[src/rtl/rr_encoder4x2_pkg.sv]
// rtl/rr_encoder4x2_pkg.sv - shared constants and result type for the round-robin encoder
package rr_encoder4x2_pkg;

  localparam int N     = 4;
  localparam int IDX_W = 2;

  typedef struct packed {
    logic [IDX_W-1:0] idx;
    logic [N-1:0]     gnt;
    logic             zero;
  } enc_res_t;

endpackage

[src/rtl/rr_pick4.sv]
// rtl/rr_pick4.sv - combinational rotating-priority pick over four request lines
module rr_pick4
  import rr_encoder4x2_pkg::*;
(
  input  logic [N-1:0]     req,
  input  logic [IDX_W-1:0] ptr,
  output logic [IDX_W-1:0] idx,
  output logic [N-1:0]     gnt,
  output logic             none
);

  logic [2*N-1:0]   dbl;
  logic [N-1:0]     rot;
  logic [IDX_W-1:0] off;

  // Rotate right by ptr so that line ptr lands on bit 0 of rot.
  assign dbl = {req, req};
  assign rot = dbl[ptr +: N];

  always_comb begin
    off = '0;
    for (int i = N - 1; i >= 0; i--) begin
      if (rot[i]) off = i[IDX_W-1:0];
    end
  end

  assign none = (req == '0);
  assign idx  = off + ptr;
  assign gnt  = none ? '0 : (N'(1) << idx);

endmodule

[src/rtl/rr_encoder4x2.sv]
// rtl/rr_encoder4x2.sv - registered 4-to-2 round-robin encoder with valid/ready handshakes
module rr_encoder4x2
  import rr_encoder4x2_pkg::*;
#(
  parameter logic [IDX_W-1:0] PTR_RST = 2'd0
) (
  input  logic             clk,
  input  logic             rst,
  input  logic [N-1:0]     in_req,
  input  logic             in_valid,
  output logic             in_ready,
  output logic [IDX_W-1:0] out_idx,
  output logic [N-1:0]     out_gnt,
  output logic             out_zero,
  output logic             out_valid,
  input  logic             out_ready
);

  logic [IDX_W-1:0] ptr;
  logic [IDX_W-1:0] pick_idx;
  logic [N-1:0]     pick_gnt;
  logic             pick_none;
  logic             accept;
  enc_res_t         res_q;

  rr_pick4 u_pick (
    .req  (in_req),
    .ptr  (ptr),
    .idx  (pick_idx),
    .gnt  (pick_gnt),
    .none (pick_none)
  );

  assign in_ready = !out_valid || out_ready;
  assign accept   = in_valid && in_ready;

  always_ff @(posedge clk or posedge rst) begin
    if (rst) begin
      out_valid <= 1'b0;
      res_q     <= '0;
      ptr       <= PTR_RST;
    end else if (accept) begin
      out_valid <= 1'b1;
      res_q.idx <= pick_none ? '0 : pick_idx;
      res_q.gnt <= pick_gnt;
      res_q.zero <= pick_none;
      // An empty request leaves the fairness pointer where it was.
      if (!pick_none) ptr <= pick_idx + 1'b1;
    end else if (out_ready) begin
      out_valid <= 1'b0;
    end
  end

  assign out_idx  = res_q.idx;
  assign out_gnt  = res_q.gnt;
  assign out_zero = res_q.zero;

endmodule

[config.mk]
export PLATFORM = sky130hd
export DESIGN_NAME = rr_encoder4x2
export DESIGN_NICKNAME = d
export VERILOG_FILES = /design/src/rtl/rr_encoder4x2_pkg.sv /design/src/rtl/rr_pick4.sv /design/src/rtl/rr_encoder4x2.sv
export SDC_FILE = /design/constraint.sdc
export NUM_CORES = 1
export LEC_CHECK = 0
export CAP_MARGIN = 20
export CORE_MARGIN = 3
export CORE_UTILIZATION = 40
export CTS_BUF_LIST = sky130_fd_sc_hd__clkbuf_16
export DETAILED_ROUTE_END_ITERATION = 7
export PLACE_DENSITY = 0.81
export SLEW_MARGIN = 5
export SYNTH_ARGS = -nofsm -noshare
export SYNTH_HDL_FRONTEND = slang
export SYNTH_SLANG_ARGS = --single-unit
[constraint.sdc]
create_clock -name clk -period 1.9 [get_ports clk]
set_input_delay 0.19 -clock clk [delete_from_list [all_inputs] [get_ports clk]]
set_output_delay 0.19 -clock clk [all_outputs]
set_load 0.01 [all_outputs]
==> flow_metrics.py <==
metrics = {
    "synthesis": {
        "synth.net_count": 73,
        "synth-seq-area-share": 0.4274,
        "syn_inst": 64,
        "syn_area_sq_um": 585.6,
        "synth.avg_cell_area_sq_um": 9.149,
        "synth_warnings": 0,
        "synth_seq_cells": 10,
        "ys_types": 23,
    },
    "setup_path": {
        "cp-start-kind": "register",
        "path_max_fanout": 6,
        "critical_path.max_stage_delay_ns": 0.43,
        "worstPathCellList": "or2b_1 > o221ai_2 > o21ai_2 > o221ai_2 > ha_4 > xnor2_4 > nor4_2 > o21ai_1 > xnor2_1",
        "slowest_stage": "dfrtp_2",
        "worstSetupEndpointType": "register",
        "worstPathArrival_ns": 2.13,
        "crit_required_ns": 2.02,
        "crit_top_cell": "o221ai_2",
        "path_class": "reg2reg",
    },
    "sta": {
        "fin_skew_ns": 0.0007866,
        "final.period_utilization": 1.062,
        "slew_headroom": 0.7008,
        "timing.final.crit_period_ns": 2.018,
        "rsz0062_at_grt": "true",
        "slew_viol_final": 0,
        "finalHoldViolations": 0,
        "max_freq_ghz": 0.4954,
        "worst_slack_ns": -0.1185,
        "tightest_slew_ns": 0.4489,
        "setup_viol": 6,
    },
    "drt": {
        "vias": 643,
        "antenna_left": 0,
        "via_per_inst": 5.793,
        "post_drt_wl_per_cell_um": 18.34,
        "drt_iter0_markers": 16,
        "drt-total-wl_um": 2036,
        "remaining_drc_errors": 0,
        "drtPass1Iterations": 4,
    },
    "cts": {
        "ctsHoldBuffers": 0,
        "clockBufferDepth": 2,
        "clk_pin_slew_ns": 0.04,
        "htree_levels": 1,
        "clk_latency_ns": 0.24,
        "cts_made_buffers": 3,
        "cts_sinks": 10,
        "cts_tree": "built",
        "cts_root_buffer": "clkbuf_16",
    },
    "global_route": {
        "track_usage": 0.2007,
        "overflow": 0,
        "grt_pass1_vias": 632,
        "grt_max_degree": 11,
        "grt_pass1_wl_um": 2773,
        "antenna_found_initial": 0,
    },
    "floorplanning": {
        "die_x_um": 44.26,
        "start_util": 0.4390,
        "die_y_um": 44.26,
        "ios": 17,
        "num_rows": 13,
        "core_area_sq_um": 1334,
        "fp.dieArea_sq_um": 1959,
    },
    "placed_design": {
        "hpwl_um": 1056,
        "gp_congestion": 0.7352,
        "portBuffers": 16,
        "place_ws_ns": -0.3666,
        "dp_cells": 105,
        "place_area_sq_um": 847.1,
    },
    "power": {
        "leakagePower_nw": 0.4658,
        "pwr_density_cell_nw_per_um2": 1819,
        "ir_drop_mv": 1.186,
        "finalPower_mw": 1.943,
    },
    "run_status": {
        "status": "finished, violations left",
        "violations": "setup timing",
    },
    "finish": {
        "fin_cells": 111,
        "design_area_sq_um": 1069,
        "num-nets-final": 106,
        "syn_to_final_growth_pct": 82.48,
        "diodes": 0,
        "fillers": 76,
        "layout-drive-gt1-share": 0.3333,
    },
    "flow_run": {
        "drv_cap": 0,
    },
    "worst_hold_path": {
        "min_path_type": "in2async",
    },
}
power breakdown:
part	total, mW	switching [mW]	internal (mW)
sequential	0.359	0.0668	0.293
clock	0.373	0.0978	0.276
combinational	1.21	0.535	0.675
layout by cell type, fill, tap and decap left out, types with 3 or more instances in the layout:
master | Yosys | layout
a22o_1 | 3 | 3
buf_4 | 0 | 13
clkbuf_16 | 0 | 3
clkdlybuf4s50_1 | 0 | 12
dfrtp_1 | 10 | 9
nand2_1 | 11 | 11
nand2b_1 | 4 | 4
o21ai_1 | 1 | 3
or2b_1 | 4 | 4
cells by family after synthesis:
family                     Yosys count  share of synthesized area
and+or+nand+nor                     26                     0.2329
AOI/OAI and AO/OA                   18                     0.2180
DFF                                 10                     0.4274
xor gates and xnor gates             5                    0.07478
buffers and inverters                4                    0.02565
adders and majority gates            1                    0.02136
cells in the mapped netlist:
cell | number | area share
or3_1 | 2 | 0.021
nor2_1 | 2 | 0.013
o221ai_1 | 2 | 0.030
clkbuf_1 | 2 | 0.013
dfrtp_1 | 10 | 0.43
xor2_1 | 1 | 0.015
o31a_2 | 1 | 0.017
o21ai_0 | 5 | 0.043
xnor2_1 | 4 | 0.060
o22ai_1 | 1 | 0.011
ha_1 | 1 | 0.021
o21ai_1 | 1 | 0.0085
nor2b_1 | 1 | 0.011
inv_1 | 2 | 0.013
nand2b_1 | 4 | 0.043
nand2_1 | 11 | 0.071
a2111oi_1 | 2 | 0.034
nand3b_1 | 1 | 0.013
o21a_1 | 1 | 0.013
or2b_1 | 4 | 0.051
a22o_1 | 3 | 0.045
a21oi_1 | 2 | 0.017
nor4_1 | 1 | 0.011
sequential cells by signal (all words and copies together), names as in the netlist:
| register | cells |
|---|---|
| out_gnt | 4 |
| out_idx | 2 |
| ptr | 2 |
| out_valid | 1 |
| out_zero | 1 |
per-stage QoR:
stage | util | hold WS [ns] | setup TNS, ns
after detailed placement | 0.6351 | 0.4647 | -1.784
after global routing | 0.8011 | 0.2559 | -1.155
final | 0.8011 | 0.2359 | -0.4678
after global placement | 0.6351 | 0.4617 | -1.653
after floorplan | - | 0.03018 | -0.04805
after CTS | 0.7233 | 0.2407 | -0.1139
worst max-delay path: cells and delay by family, from the launching register on:
kind                       cells  cell delay (ns)
AOI/OAI and AO/OA              4             0.46
xor gates and xnor gates       2             0.30
adders and majority gates      1             0.26
DFF                            1             0.43
and+or+nand+nor                2             0.45
routing by layer:
layer,global-route usage,routed length (um)
met2,0.3314,1080
met1,0.2308,821
met4,0.1024,29
met5,0,0
met3,0.06504,103
worst paths after layout:
kind	start	endpoint	slack [ns]	cells past startpoint
min in group clk	out_zero	out_zero	0.48	2
max in group asynchronous	rst	ptr[0]	1.37	2
hold / removal	rst	ptr[1]	0.24	2
setup reg to reg	ptr[0]	ptr[1]	-0.12	9
setup / recovery	ptr[0]	ptr[1]	-0.12	9
hold reg to reg	out_zero	out_zero	0.48	2
cell type report:
cell class	instances	area, sq um	area share
Multi-Input combinational cell	50	431.7	0.4040
Timing Repair Buffer	30	280.3	0.2623
Sequential cell	10	251.5	0.2354
Clock buffer	3	75.07	0.07026
Tap cell	15	18.77	0.01756
Inverter	2	7.507	0.007026
Clock inverter	1	3.754	0.003513
timing repair:
item,CTS,global route
resized for setup,8,15
endpoints found under the setup margin,5,8
pin swaps,1,10
setup buffers,0,2
Power figures use the tool's default switching activity.
==> patch: new RTL, config.mk and constraints unchanged <==
`IDX_W`: 2 -> 3.
--- a/src/rtl/rr_encoder4x2_pkg.sv
+++ b/src/rtl/rr_encoder4x2_pkg.sv
@@ -4,3 +4,3 @@
   localparam int N     = 4;
-  localparam int IDX_W = 2;
+  localparam int IDX_W = 3;
 
Ports: changed (resized out_idx); port bits go from 17 to 18. The function was not compared with the original's and may differ.
==> patch against the unedited design <==
The flow still finishes with violations (negative setup slack). Via count fell by 3.1%. Routed wire length fell by 0.29%. Highest routed layer unchanged. Setup slack got worse by 0.51 ns. Power rose by 37%. Synthesized area rose by 22%. Cell area rose by 22%. First-iteration DRC count fell by 38%. Clock power rose by 4%. Fmax fell by 20%. Sequential cell count rose by 2.
==> patch: results (changes against the unedited design) <==
[detailed_routing]
dr_wl_met2_um=997  ; -7.7%
drt-total-wl_mm=2.030  ; -0.29%
vias=623  ; -3.1%

[synth]
yosysSeqAreaShare_pct=42.03  ; -0.70 points
synth_common_cells=dfrtp_1 (12), inv_1 (8), o2bb2ai_1 (8)
synth_cell_types=22  ; -4.3%

[grt]
first_global_vias=650  ; +2.8%
grt_usage_pct=21.09  ; +1.0 points
use_met2_pct=33.85  ; +0.71 points
grtUsageMet3_pct=6.642  ; +0.14 points
grt_first_pass_wirelength_mm=3.139  ; +13%

[timing]
fin_ws_ns=-0.6272  ; -0.5087 ns
max_slew_margin_pct=68.54  ; -1.5 points
finalClockSkew_ns=0.006745  ; +0.005958 ns
setup_viol=8  ; +2
fin_tns_setup_ns=-4.157  ; -3.690 ns
fmax_mhz=395.7  ; -20%

[power_and_ir_drop]
irDropWorstVdd_uv=1213  ; +2.2%
power_density_nw_per_um2=2041  ; +12%
leakagePower_uw=0.0005348  ; +15%
p_switching_uw=1042  ; +49%

[layout]
fillers=81  ; +6.6%

[worst_setup_path]
crit_family=adder cells

[clocking]
cts_setup_buffers=3  ; +3

[place]
io_buffers=17  ; +1
place_area_um2=1005  ; +19%

[outcome]
outcome=finished, violations left
failed_checks=negative setup slack

[patch: changes by cell type after synthesis, moves of 3 or more]
| cell | before | now |
|---|---|---|
| a22o_1 | 3 | 0 |
| o2bb2ai_1 | 0 | 8 |
| or2b_1 | 4 | 0 |
| nand3_1 | 0 | 4 |
| o21ai_0 | 5 | 1 |
| nand2_1 | 11 | 2 |
| mux2i_1 | 0 | 5 |
| ha_1 | 1 | 6 |
| xnor2_1 | 4 | 0 |
| inv_1 | 2 | 8 |
[patch: layout make-up]
class / count / share of cell area (%)
Inverter: 8 / 2.493
Tap cell: 24 / 2.301
Sequential cell: 12 / 23.11
Clock inverter: 1 / 0.2876
Clock buffer: 3 / 5.753
Timing Repair Buffer: 31 / 21.38
Multi-Input combinational cell: 42 / 44.68
[patch: kinds of logic after synthesis]
kind of cell | synth area share [%]
multiplexers | 10.68
AO/OA/AOI/OAI | 13.66
flip-flops | 42.03
buffers and inverters | 4.903
AND/OR/NAND/NOR | 14.19
adder cells (fa/ha/maj) | 13.31
XOR/XNOR | 1.226
